[src/rtl/da_bit_tx_if.sv]
`default_nettype none
// ============================================================================
// Module   : da_bit_tx_if
// Purpose  : Handshake bundle for the DA bit-serial front end. Carries the
//            parallel sample stream (s_*) into the block and the bit-vector
//            beat stream (m_*) out of it.
// Ports    : s_valid/s_ready/s_data  - sample stream, W bits per sample
//            m_valid/m_ready/m_bits  - beat stream, L bits per beat
//            m_first/m_last          - beat carries bit 0 / bit W-1
// Modports : slave  - the da_bit_tx side (consumes samples, produces beats)
//            master - the environment side (produces samples, consumes beats)
// Revision : 1.0 - initial release
// ============================================================================
interface da_bit_tx_if #(
    parameter int W = 3,
    parameter int L = 3
);
    logic         s_valid;
    logic         s_ready;
    logic [W-1:0] s_data;
    logic         m_valid;
    logic         m_ready;
    logic [L-1:0] m_bits;
    logic         m_first;
    logic         m_last;

    modport slave (
        input  s_valid, s_data, m_ready,
        output s_ready, m_valid, m_bits, m_first, m_last
    );

    modport master (
        output s_valid, s_data, m_ready,
        input  s_ready, m_valid, m_bits, m_first, m_last
    );
endinterface
`default_nettype wire

[src/rtl/da_bit_tx.sv]
`default_nettype none
// ============================================================================
// Module   : da_bit_tx
// Purpose  : Bit-serial front end for distributed-arithmetic sum-of-products.
//            Each accepted sample is pushed into an L-tap delay line, then the
//            whole line is streamed LSB-first, one L-bit vector per beat; bit k
//            of a beat is the current bit of tap k (the DA table address).
// Ports    : clk    - system clock, rising edge
//            reset  - synchronous reset, active-high
//            clear  - zero the delay line (only acted on in IDLE)
//            busy   - high while streaming a sample
//            bus    - da_bit_tx_if.slave: sample in, bit-vector beats out
// Revision : 1.0 - initial release
// ============================================================================
module da_bit_tx #(
    parameter int W = 3,
    parameter int L = 3
) (
    input  wire logic   clk,
    input  wire logic   reset,
    input  wire logic   clear,
    output logic        busy,
    da_bit_tx_if.slave  bus
);
    localparam int             CW       = (W > 1) ? $clog2(W) : 1;
    localparam logic [CW-1:0]  LAST_CNT = CW'(W - 1);

    typedef enum logic [0:0] {
        IDLE = 1'b0,
        SEND = 1'b1
    } state_t;

    state_t         state_q, state_d;
    logic [W-1:0]   tap_q [L];
    logic [W-1:0]   tap_d [L];
    logic [W-1:0]   sh_q  [L];
    logic [W-1:0]   sh_d  [L];
    logic [CW-1:0]  bitcnt_q, bitcnt_d;
    logic           first_q, first_d;
    logic           last_q, last_d;

    always_ff @(posedge clk) begin
        if (reset) begin
            state_q  <= IDLE;
            bitcnt_q <= '0;
            first_q  <= 1'b0;
            last_q   <= 1'b0;
            for (int k = 0; k < L; k++) begin
                tap_q[k] <= '0;
                sh_q[k]  <= '0;
            end
        end else begin
            state_q  <= state_d;
            bitcnt_q <= bitcnt_d;
            first_q  <= first_d;
            last_q   <= last_d;
            for (int k = 0; k < L; k++) begin
                tap_q[k] <= tap_d[k];
                sh_q[k]  <= sh_d[k];
            end
        end
    end

    always_comb begin
        state_d  = state_q;
        bitcnt_d = bitcnt_q;
        first_d  = first_q;
        last_d   = last_q;
        for (int k = 0; k < L; k++) begin
            tap_d[k] = tap_q[k];
            sh_d[k]  = sh_q[k];
        end

        case (state_q)
            IDLE: begin
                // Clear is applied before the shift, so a simultaneous clear
                // and sample leaves only the new sample in the line.
                if (clear) begin
                    for (int k = 0; k < L; k++) begin
                        tap_d[k] = '0;
                    end
                end
                if (bus.s_valid) begin
                    // Descending order so each tap takes its neighbour's
                    // pre-shift value.
                    for (int k = L - 1; k > 0; k--) begin
                        tap_d[k] = tap_d[k-1];
                    end
                    tap_d[0] = bus.s_data;
                    for (int k = 0; k < L; k++) begin
                        sh_d[k] = tap_d[k];
                    end
                    bitcnt_d = '0;
                    first_d  = 1'b1;
                    last_d   = (W == 1);
                    state_d  = SEND;
                end
            end
            SEND: begin
                if (bus.m_ready) begin
                    for (int k = 0; k < L; k++) begin
                        sh_d[k] = sh_q[k] >> 1;
                    end
                    first_d = 1'b0;
                    if (bitcnt_q == LAST_CNT) begin
                        // Counter parks at W-1; it is reloaded on the next
                        // accepted sample, so it never wraps.
                        last_d  = 1'b0;
                        state_d = IDLE;
                    end else begin
                        bitcnt_d = bitcnt_q + 1'b1;
                        last_d   = ((bitcnt_q + 1'b1) == LAST_CNT);
                    end
                end
            end
            default: state_d = IDLE;
        endcase
    end

    // Beat bits come straight from the LSB of each working shifter flop.
    for (genvar k = 0; k < L; k++) begin : g_bits
        assign bus.m_bits[k] = sh_q[k][0];
    end

    assign bus.m_valid = (state_q == SEND);
    assign bus.m_first = first_q;
    assign bus.m_last  = last_q;
    assign bus.s_ready = (state_q == IDLE) && !reset;
    assign busy        = (state_q == SEND);
endmodule
`default_nettype wire

[src/flat_wrapper.sv]
// flat-port wrapper written by rule: the top's interface ports become plain ports
module da_bit_tx_flat 
#(
    parameter int W = 3,
    parameter int L = 3
)
  (clk, reset, clear, busy, bus_s_valid, bus_s_data, bus_m_ready, bus_s_ready, bus_m_valid, bus_m_bits, bus_m_first, bus_m_last);
  da_bit_tx_if #(.W(W), .L(L)) bus_i ();
  input  wire logic clk;
  input  wire logic reset;
  input  wire logic clear;
  output logic busy;
  input wire logic [$bits(bus_i.s_valid)-1:0] bus_s_valid;
  input wire logic [$bits(bus_i.s_data)-1:0] bus_s_data;
  input wire logic [$bits(bus_i.m_ready)-1:0] bus_m_ready;
  output wire logic [$bits(bus_i.s_ready)-1:0] bus_s_ready;
  output wire logic [$bits(bus_i.m_valid)-1:0] bus_m_valid;
  output wire logic [$bits(bus_i.m_bits)-1:0] bus_m_bits;
  output wire logic [$bits(bus_i.m_first)-1:0] bus_m_first;
  output wire logic [$bits(bus_i.m_last)-1:0] bus_m_last;
  assign bus_i.s_valid = bus_s_valid;
  assign bus_i.s_data = bus_s_data;
  assign bus_i.m_ready = bus_m_ready;
  assign bus_s_ready = bus_i.s_ready;
  assign bus_m_valid = bus_i.m_valid;
  assign bus_m_bits = bus_i.m_bits;
  assign bus_m_first = bus_i.m_first;
  assign bus_m_last = bus_i.m_last;
  da_bit_tx #(.W(W), .L(L)) u_core (.clk(clk), .reset(reset), .clear(clear), .busy(busy), .bus(bus_i));
endmodule
[config.mk]
export PLATFORM = sky130hd
export DESIGN_NAME = da_bit_tx_flat
export DESIGN_NICKNAME = d
export VERILOG_FILES = /design/src/rtl/da_bit_tx_if.sv /design/src/rtl/da_bit_tx.sv /design/src/flat_wrapper.sv
export SDC_FILE = /design/constraint.sdc
export NUM_CORES = 1
export LEC_CHECK = 0
export ABC_AREA = 1
export ABC_CLOCK_PERIOD_IN_PS = 1500
export CORE_AREA = 2 2 47 49
export DETAILED_ROUTE_END_ITERATION = 10
export DIE_AREA = 0 0 49 51
export PLACE_DENSITY = 0.75
export SYNTH_ARGS = -nofsm -noshare
export SYNTH_HDL_FRONTEND = slang
export SYNTH_SLANG_ARGS = --single-unit
[constraint.sdc]
create_clock -name clk -period 1.5 [get_ports clk]
set_clock_uncertainty 0.05 [all_clocks]
set_input_delay 0.3 -clock clk [delete_from_list [all_inputs] [get_ports clk]]
set_output_delay 0.3 -clock clk [all_outputs]
set_load 0.01 [all_outputs]
======== After elaboration in Yosys (flattened, before gate mapping) ========
Memories as Yosys holds them, arrays and structs flattened.
Index checks and enable logic that the tools add are counted.
word-level totals
  output and inout bits ................... 8
  flip-flop bits (word level) ............. 5
  input port bits ......................... 8
  memories kept ........................... 2
  bits in writable memories ............... 18
memory list
  memory        depth  width  read ports  clocked after Yosys merged registers in  wr ports  line             RTL
  u_core.sh_q   3      3      3           0                                        3         da_bit_tx.sv:36  logic [W-1:0] sh_q [L];
  u_core.tap_q  3      3      2           0                                        3         da_bit_tx.sv:34  logic [W-1:0] tap_q [L];
operators by class
  equality and inequality tests ........... 7
  bitwise operators ....................... 7
  add/subtract/negate cells ............... 1
  multiplexer cells ....................... 30
  reductions and logical operators ........ 5
operator list
  cell                                           number
  two-way mux 9 bit                              5
  two-way mux 3 bit                              6
  case mux 9 bit (2 select lines)                1
  two-way mux 1 bit                              11
  two-way mux 2 bit                              3
  inequality test 2 bit (second input constant)  3
  OR 1 bit                                       6
  case mux 1 bit (2 select lines)                3
  AND reduction 3 bit                            2
  == test 2 bit (second input constant)          2
  case mux 2 bit (2 select lines)                1
  inequality test 3 bit (second input constant)  1
  adder 2 x 1 -> 2 bit (second input constant)   1
  AND reduction 2 bit                            1
  logical AND 1 bit                              1
  logical NOT 1 bit                              1
  inequality test 1 bit (second input constant)  1
  inverter 1 bit                                 1

======== Logic depth before layout (Yosys ltp) ========
Gate-level depths: netlist of run 1.
  depth in word-level cells ............... 5
  depth in mapped cells ................... 8
  depth with buffers taken out ............ 7

======== Worst setup path after synthesis of run 1 ========
No wires, ideal clock.
  path kind ............................... register -> register
  start ................................... register u_core.state_q (netlist: u_core.bus.m_valid)
  end ..................................... memory u_core.tap_q[0][0] (enable)
  path buffers ............................ 2
  cell stages (with the launch flop) ...... 4
  period minus slack after synthesis ...... 1201 ps
  slack ................................... 299 ps
  arrival time ............................ 870 ps
  cell sequence ........................... dfxtp_1 -> buf_6 -> buf_2 -> nand2_1
RTL lines
  item                    line             RTL
  start, declared         da_bit_tx.sv:33  state_t state_q, state_d;
  start signal, assigned  da_bit_tx.sv:53  state_q <= state_d;
  end, declared           da_bit_tx.sv:34

======== Final worst setup path of run 1 ========
  start ................................... input reset
  end ..................................... output bus_s_ready
on the way
  longest elaborated chain between the ends .. 2
RTL lines
  item               line                RTL
  start, declared    flat_wrapper.sv:10  input wire logic reset;
  logical NOT 1 bit  da_bit_tx.sv:128    assign bus.s_ready = (state_q == IDLE) && !reset;
  logical AND 1 bit  da_bit_tx.sv:128
  end, declared      flat_wrapper.sv:16  output wire logic [$bits(bus_i.s_ready)-1:0] bus_s_ready;
No other way between the ends.

==> flow_summary.json, run 1 <==
{
  "post_dp_cell_area_um2": 1190,
  "grt_setup_unrepaired": "false",
  "clock_sinks": 20,
  "timing.hold.worst.class": "reg -> reg",
  "final_layout_size_suffix_gt1_share_pct": 12.5,
  "port_buffers": 15,
  "ys_seq_area_share_pct": 46.6,
  "fin_crit_sh_pct": 96.1,
  "largest_net_degree_at_the_start_of_global_routing": 16,
  "globalRouteOverflowTotal": 0,
  "finish.instance_area_um2": 1220,
  "postSynthNetCount": 135,
  "mostFrequentLayoutCells": "sky130_fd_sc_hd__nand2_1 (30), sky130_fd_sc_hd__nor2_1 (22), sky130_fd_sc_hd__o21ai_0 (15)",
  "detailroute.via_count": 846,
  "antennaDiodeCount": 0,
  "timing.critical_path.from_type": "input pin",
  "rows": 17,
  "max_cap_viol_count": 0,
  "slew_headroom_pct": 83.8,
  "max_freq_ghz": 0.694,
  "vdd.ir_drop.worst_v": 0.000648,
  "clkTransAtPathRegs_ps": 120,
  "crit_path_cell_chain": "clkdlybuf4s50_1 -> nor2_1 -> dlygate4sd2_1",
  "timing.critical_path.to_type": "primary output",
  "antenna_found_initial": 0,
  "detailed_place_hpwl_mm": 1.47,
  "postSynthRegisterBits": 20,
  "drt-initial-drc-count": 18,
  "synth_top_area_cells": "sky130_fd_sc_hd__dfxtp_1 (28%), sky130_fd_sc_hd__edfxtp_1 (18%), sky130_fd_sc_hd__nand2_1 (11%)",
  "timing_max_transition_violations_final": 0,
  "totalNegativeSetupSlack_ps": 0,
  "synth_top_cell_by_area": "sky130_fd_sc_hd__dfxtp_1",
  "tightestPinTransition_ps": 242,
  "worst-path-max-fanout": 2,
  "grt_pass1_wl_mm": 3.30,
  "drt_first_pass_iters": 4,
  "vias_per_cell": 4.92,
  "nets": 155,
  "clkLatencyLatePin_ps": 300,
  "critical_path.slowest_cell": "sky130_fd_sc_hd__clkdlybuf4s50_1",
  "report.final.hold_viol_count": 0,
  "die_w_um": 49,
  "grt_usage_pct": 17.5,
  "gp_congestion": 0.817,
  "cts.htree.levels": 1,
  "placeableCoreArea_um2": 2060,
  "syn_inst": 125,
  "worst-setup-path-type": "in -> out",
  "hold_slack_ps": 415,
  "final.min_clock_period_ps": 1440,
  "r2r_slack_ps": 210,
  "area_growth_pct": 23.4,
  "fp.dieArea_um2": 2500,
  "ctsHoldBuffers": 0,
  "syn_avg_cell_area_um2": 7.90,
  "required_ps": 1150,
  "cts_tree": "yes",
  "setup_viol": 0,
  "post-synth-top-area-fraction_pct": 28.4,
  "grt_pass1_vias": 775,
  "dpl_worst_slack_ps": -201,
  "netlist_cell_types": 18,
  "post_synth_instance_area_um2": 987,
  "ant_nets": 0,
  "post_drt_wl_per_cell_um": 11.1,
  "commonest_non_fill_non_tap_cell_in_the_layout": "sky130_fd_sc_hd__nand2_1",
  "placed_cells": 168,
  "finalCoreUtilization_pct": 59.1,
  "status": "completed",
  "die_h_um": 51,
  "clk_root_buffer_cell": "sky130_fd_sc_hd__clkbuf_4",
  "routed_wirelength_mm": 1.91,
  "power-per-cell-area_nw_per_um2": 953,
  "slowest_delay_ps": 470,
  "finalWorstSetupSlack_ps": 58.2,
  "floorplan.initialDensity_pct": 47.8,
  "layoutNonFillerInstCount": 172,
  "cp.arrival_ps": 1090,
  "cts_max_path_buffers": 2,
  "io-pin-count": 16,
  "cts_made_buffers": 3,
  "leakage_power_nw": 0.545,
  "yosysWarningCount": 0,
  "drc_errors": 0,
  "p_total_mw": 1.16
}
## cell families after synthesis
family / share of synthesized area [%]
buf+inv: 10.8
compound gates: 13.2
flops: 46.6
fa+ha+maj: 2.53
simple gates: 26.9
## layout make-up
type	instances	area, um^2
well taps	28	35.0
inverters	11	48.8
repair buffers	22	218
fillers	189	845
clock buffers	4	36.3
flip-flops and latches	20	460
multi-input cells	87	420
## metal layers
layer / wire length (um) / global-route usage (%)
met1: 832 / 20.6
met2: 973 / 30.6
met3: 83 / 3.22
met4: 16 / 8.57
met5: 0 / 0
## synth_stat cells
library cell,n
sky130_fd_sc_hd__nand3_1,2
sky130_fd_sc_hd__edfxtp_1,6
sky130_fd_sc_hd__inv_1,9
sky130_fd_sc_hd__buf_4,4
sky130_fd_sc_hd__buf_2,1
sky130_fd_sc_hd__o21ai_0,15
sky130_fd_sc_hd__nand2_1,30
sky130_fd_sc_hd__nand2_4,3
sky130_fd_sc_hd__o21ai_1,1
sky130_fd_sc_hd__inv_6,1
sky130_fd_sc_hd__ha_1,2
sky130_fd_sc_hd__nand2_8,1
sky130_fd_sc_hd__nor2_1,22
sky130_fd_sc_hd__buf_6,2
sky130_fd_sc_hd__a21oi_1,10
sky130_fd_sc_hd__dfxtp_1,14
sky130_fd_sc_hd__inv_4,1
sky130_fd_sc_hd__nand2_2,1
## critical path: cells and delay by family
family / cells / cell delay [ps]
buf+inv: 2 / 750
simple gates: 1 / 40
## sequential cells by signal, indices dropped and copies added, names as in the netlist
name                cells
u_core.sh_q             9
u_core.tap_q            6
u_core.bitcnt_q         2
u_core.bus.m_first      1
u_core.bus.m_last       1
u_core.bus.m_valid      1
## worst paths after layout
check                                                       to  cells past startpoint                      startpoint
worst max-delay path                               bus_s_ready                      3                           reset
worst min-delay path            u_core.bus.m_last$_SDFFE_PP0P_                      2  u_core.bus.m_last$_SDFFE_PP0P_
worst min register to register  u_core.bus.m_last$_SDFFE_PP0P_                      2  u_core.bus.m_last$_SDFFE_PP0P_
worst max register to register  u_core.sh_q[0][1]$_SDFFE_PP0P_                      6   u_core.bus.m_valid$_SDFF_PP0_
## power by group
| part | total, mW | switching [mW] | internal, mW |
|---|---|---|---|
| clock | 0.314 | 0.167 | 0.148 |
| combinational | 0.229 | 0.130 | 0.0985 |
| sequential | 0.618 | 0.0174 | 0.601 |
| total | 1.16 | 0.314 | 0.847 |
## repair_timing
item                       4_1_cts  5_1_grt
gates resized for setup          8        0
setup endpoints to repair        8        0
buffers inserted                 0        0
No activity file was read; power rests on OpenSTA's default activity.
==> run 2: changes to the inputs <==
--- a/config.mk
+++ b/config.mk
@@ -11,6 +11,7 @@
 export DETAILED_ROUTE_END_ITERATION = 10
 export DIE_AREA = 0 0 49 51
 export PLACE_DENSITY = 0.75
+export SLEW_MARGIN = 25
 export SYNTH_ARGS = -nofsm -noshare
 export SYNTH_HDL_FRONTEND = slang
 export SYNTH_SLANG_ARGS = --single-unit
==> constraint.sdc (replaced) <==
create_clock -name clk -period 1.5 [get_ports clk]
set_clock_uncertainty 0.05 [all_clocks]
set_input_delay 0.3 -clock clk [delete_from_list [all_inputs] [get_ports clk]]
set_output_delay 0.3 -clock clk [all_outputs]
set_load 0.1 [all_outputs]
==> flow_summary.json, run 2 (synthesis gave the netlist of run 1 again) <==
{
  "worst-setup-path-type": "in -> out",
  "placeableCoreArea_um2": 2060,
  "clkLatencyLatePin_ps": 310,
  "cp.buffers_inverters": 2,
  "nets": 154,
  "cts_max_path_buffers": 2,
  "cts_made_buffers": 3,
  "die_h_um": 51,
  "antenna_found_initial": 0,
  "clkTransAtPathRegs_ps": 110,
  "max_cap_viol_count": 0,
  "cp.arrival_ps": 1110,
  "slowest_delay_ps": 480,
  "ctsHoldBuffers": 0,
  "tightestPinTransition_ps": 299,
  "floorplan.initialDensity_pct": 47.8,
  "post-cts-setup-buffers": 0,
  "area_growth_pct": 30.7,
  "final.min_clock_period_ps": 1460,
  "detailroute.via_count": 860,
  "drt-initial-drc-count": 16,
  "port_buffers": 15,
  "slew_headroom_pct": 79.9,
  "grt_pass1_vias": 766,
  "leakage_power_nw": 0.544,
  "clock_sinks": 20,
  "setup_viol": 0,
  "drt_first_pass_iters": 6,
  "r2r_slack_ps": 260,
  "clk_root_buffer_cell": "sky130_fd_sc_hd__clkbuf_4",
  "post_drt_wl_per_cell_um": 11.8,
  "largest-register": "u_core.sh_q",
  "commonest_non_fill_non_tap_cell_in_the_layout": "sky130_fd_sc_hd__nand2_1",
  "cts_tree": "yes",
  "ant_nets": 0,
  "report.final.hold_viol_count": 0,
  "fill_cells": 184,
  "die_w_um": 49,
  "grt_usage_pct": 18.5,
  "grt_pass1_wl_mm": 3.40,
  "final_layout_size_suffix_gt1_share_pct": 18.2,
  "finalCoreUtilization_pct": 62.5,
  "layout_top_registers": "u_core.sh_q x9, u_core.tap_q x6, u_core.bitcnt_q x2",
  "power-per-cell-area_nw_per_um2": 992,
  "dpl_worst_slack_ps": -107,
  "grt_setup_unrepaired": "false",
  "timing.critical_path.from_type": "input pin",
  "drc_errors": 0,
  "fp.dieArea_um2": 2500,
  "finalWorstSetupSlack_ps": 37.3,
  "max_freq_ghz": 0.684,
  "status": "completed",
  "cp_top_family": "buffers and inverters",
  "largest_net_degree_at_the_start_of_global_routing": 19,
  "antennaDiodeCount": 0,
  "required_ps": 1150,
  "vias_per_cell": 5.03,
  "detailed_place_hpwl_mm": 1.56,
  "largest_register_ff_count": 9,
  "vdd.ir_drop.worst_v": 0.000571,
  "rows": 17,
  "crit_path_cell_chain": "clkdlybuf4s50_1 -> nor2_4 -> buf_12",
  "globalRouteOverflowTotal": 0,
  "mostFrequentLayoutCells": "sky130_fd_sc_hd__nand2_1 (30), sky130_fd_sc_hd__nor2_1 (21), sky130_fd_sc_hd__o21ai_0 (15)",
  "post_cts_resize_count": 0,
  "critical_path.slowest_cell": "sky130_fd_sc_hd__clkdlybuf4s50_1",
  "worst-path-max-fanout": 3,
  "timing.hold.worst.class": "reg -> reg",
  "hold_slack_ps": 422,
  "fin_crit_sh_pct": 97.5,
  "gp_congestion": 0.748,
  "io-pin-count": 16,
  "cts.htree.levels": 1,
  "timing.critical_path.to_type": "primary output",
  "routed_wirelength_mm": 2.02,
  "timing_max_transition_violations_final": 0
}
[run 2: cell types whose count changed in the layout (fill, tap and decap cells not counted), sizes merged]
cell,before,now
buf,7,14
dlygate4sd2,8,0
[run 2: worst paths after layout]
| check | from | endpoint | cells after the start |
|---|---|---|---|
| worst max-delay path | reset | bus_s_ready | 3 |
| worst min-delay path | u_core.sh_q[0][2]$_SDFFE_PP0P_ | u_core.sh_q[0][2]$_SDFFE_PP0P_ | 2 |
| worst max register to register | u_core.bus.m_valid$_SDFF_PP0_ | u_core.sh_q[0][5]$_SDFFE_PP0P_ | 6 |
| worst min register to register | u_core.sh_q[0][2]$_SDFFE_PP0P_ | u_core.sh_q[0][2]$_SDFFE_PP0P_ | 2 |
[run 2: layer usage]
metal / global-route usage, % / vias up / share of wire, %
met5: 0 / - / 0
met4: 13.3 / 0 / 3.7
met1: 22.7 / 391 / 41
met3: 2.92 / 7 / 5.1
li1: - / 436 / -
met2: 29.7 / 26 / 51
[run 2: worst reg2reg max path, cell delays in order, from the launching register on]
cell	delay, ps
sky130_fd_sc_hd__dfxtp_4	550
sky130_fd_sc_hd__inv_4	90
sky130_fd_sc_hd__nand2_4	90
sky130_fd_sc_hd__nand2_4	100
sky130_fd_sc_hd__inv_6	110
sky130_fd_sc_hd__nand2_1	60
sky130_fd_sc_hd__a21oi_1	130
[run 2: final cells by class]
class                      count  area [um^2]  area share [%]
sequential                    20          464            36.0
timing repair buffer          21          288            22.3
tap                           28         35.0            2.72
clock buffer                   4         26.3            2.04
multi-input combinational     87          428            33.2
inverter                      11         48.8            3.78
[run 2: power breakdown]
part	total (mW)	leakage, nW	switching (mW)	internal, mW
combinational	0.374	0.346	0.235	0.139
sequential	0.639	0.183	0.0378	0.601
clock	0.267	0.0150	0.163	0.104
[run 2: through the flow]
| stage | area (um^2) | instances | total power, mW | TNS [ps] |
|---|---|---|---|---|
| after floorplan | 1010 | 125 | 0.900 | -65.2 |
| after global placement | 1260 | 167 | 1.01 | -522 |
| after detailed placement | 1260 | 167 | 1.02 | -903 |
| after CTS | 1290 | 171 | 1.29 | 0 |
| after global routing | 1290 | 171 | 1.33 | 0 |
| final | 1290 | 171 | 1.28 | 0 |
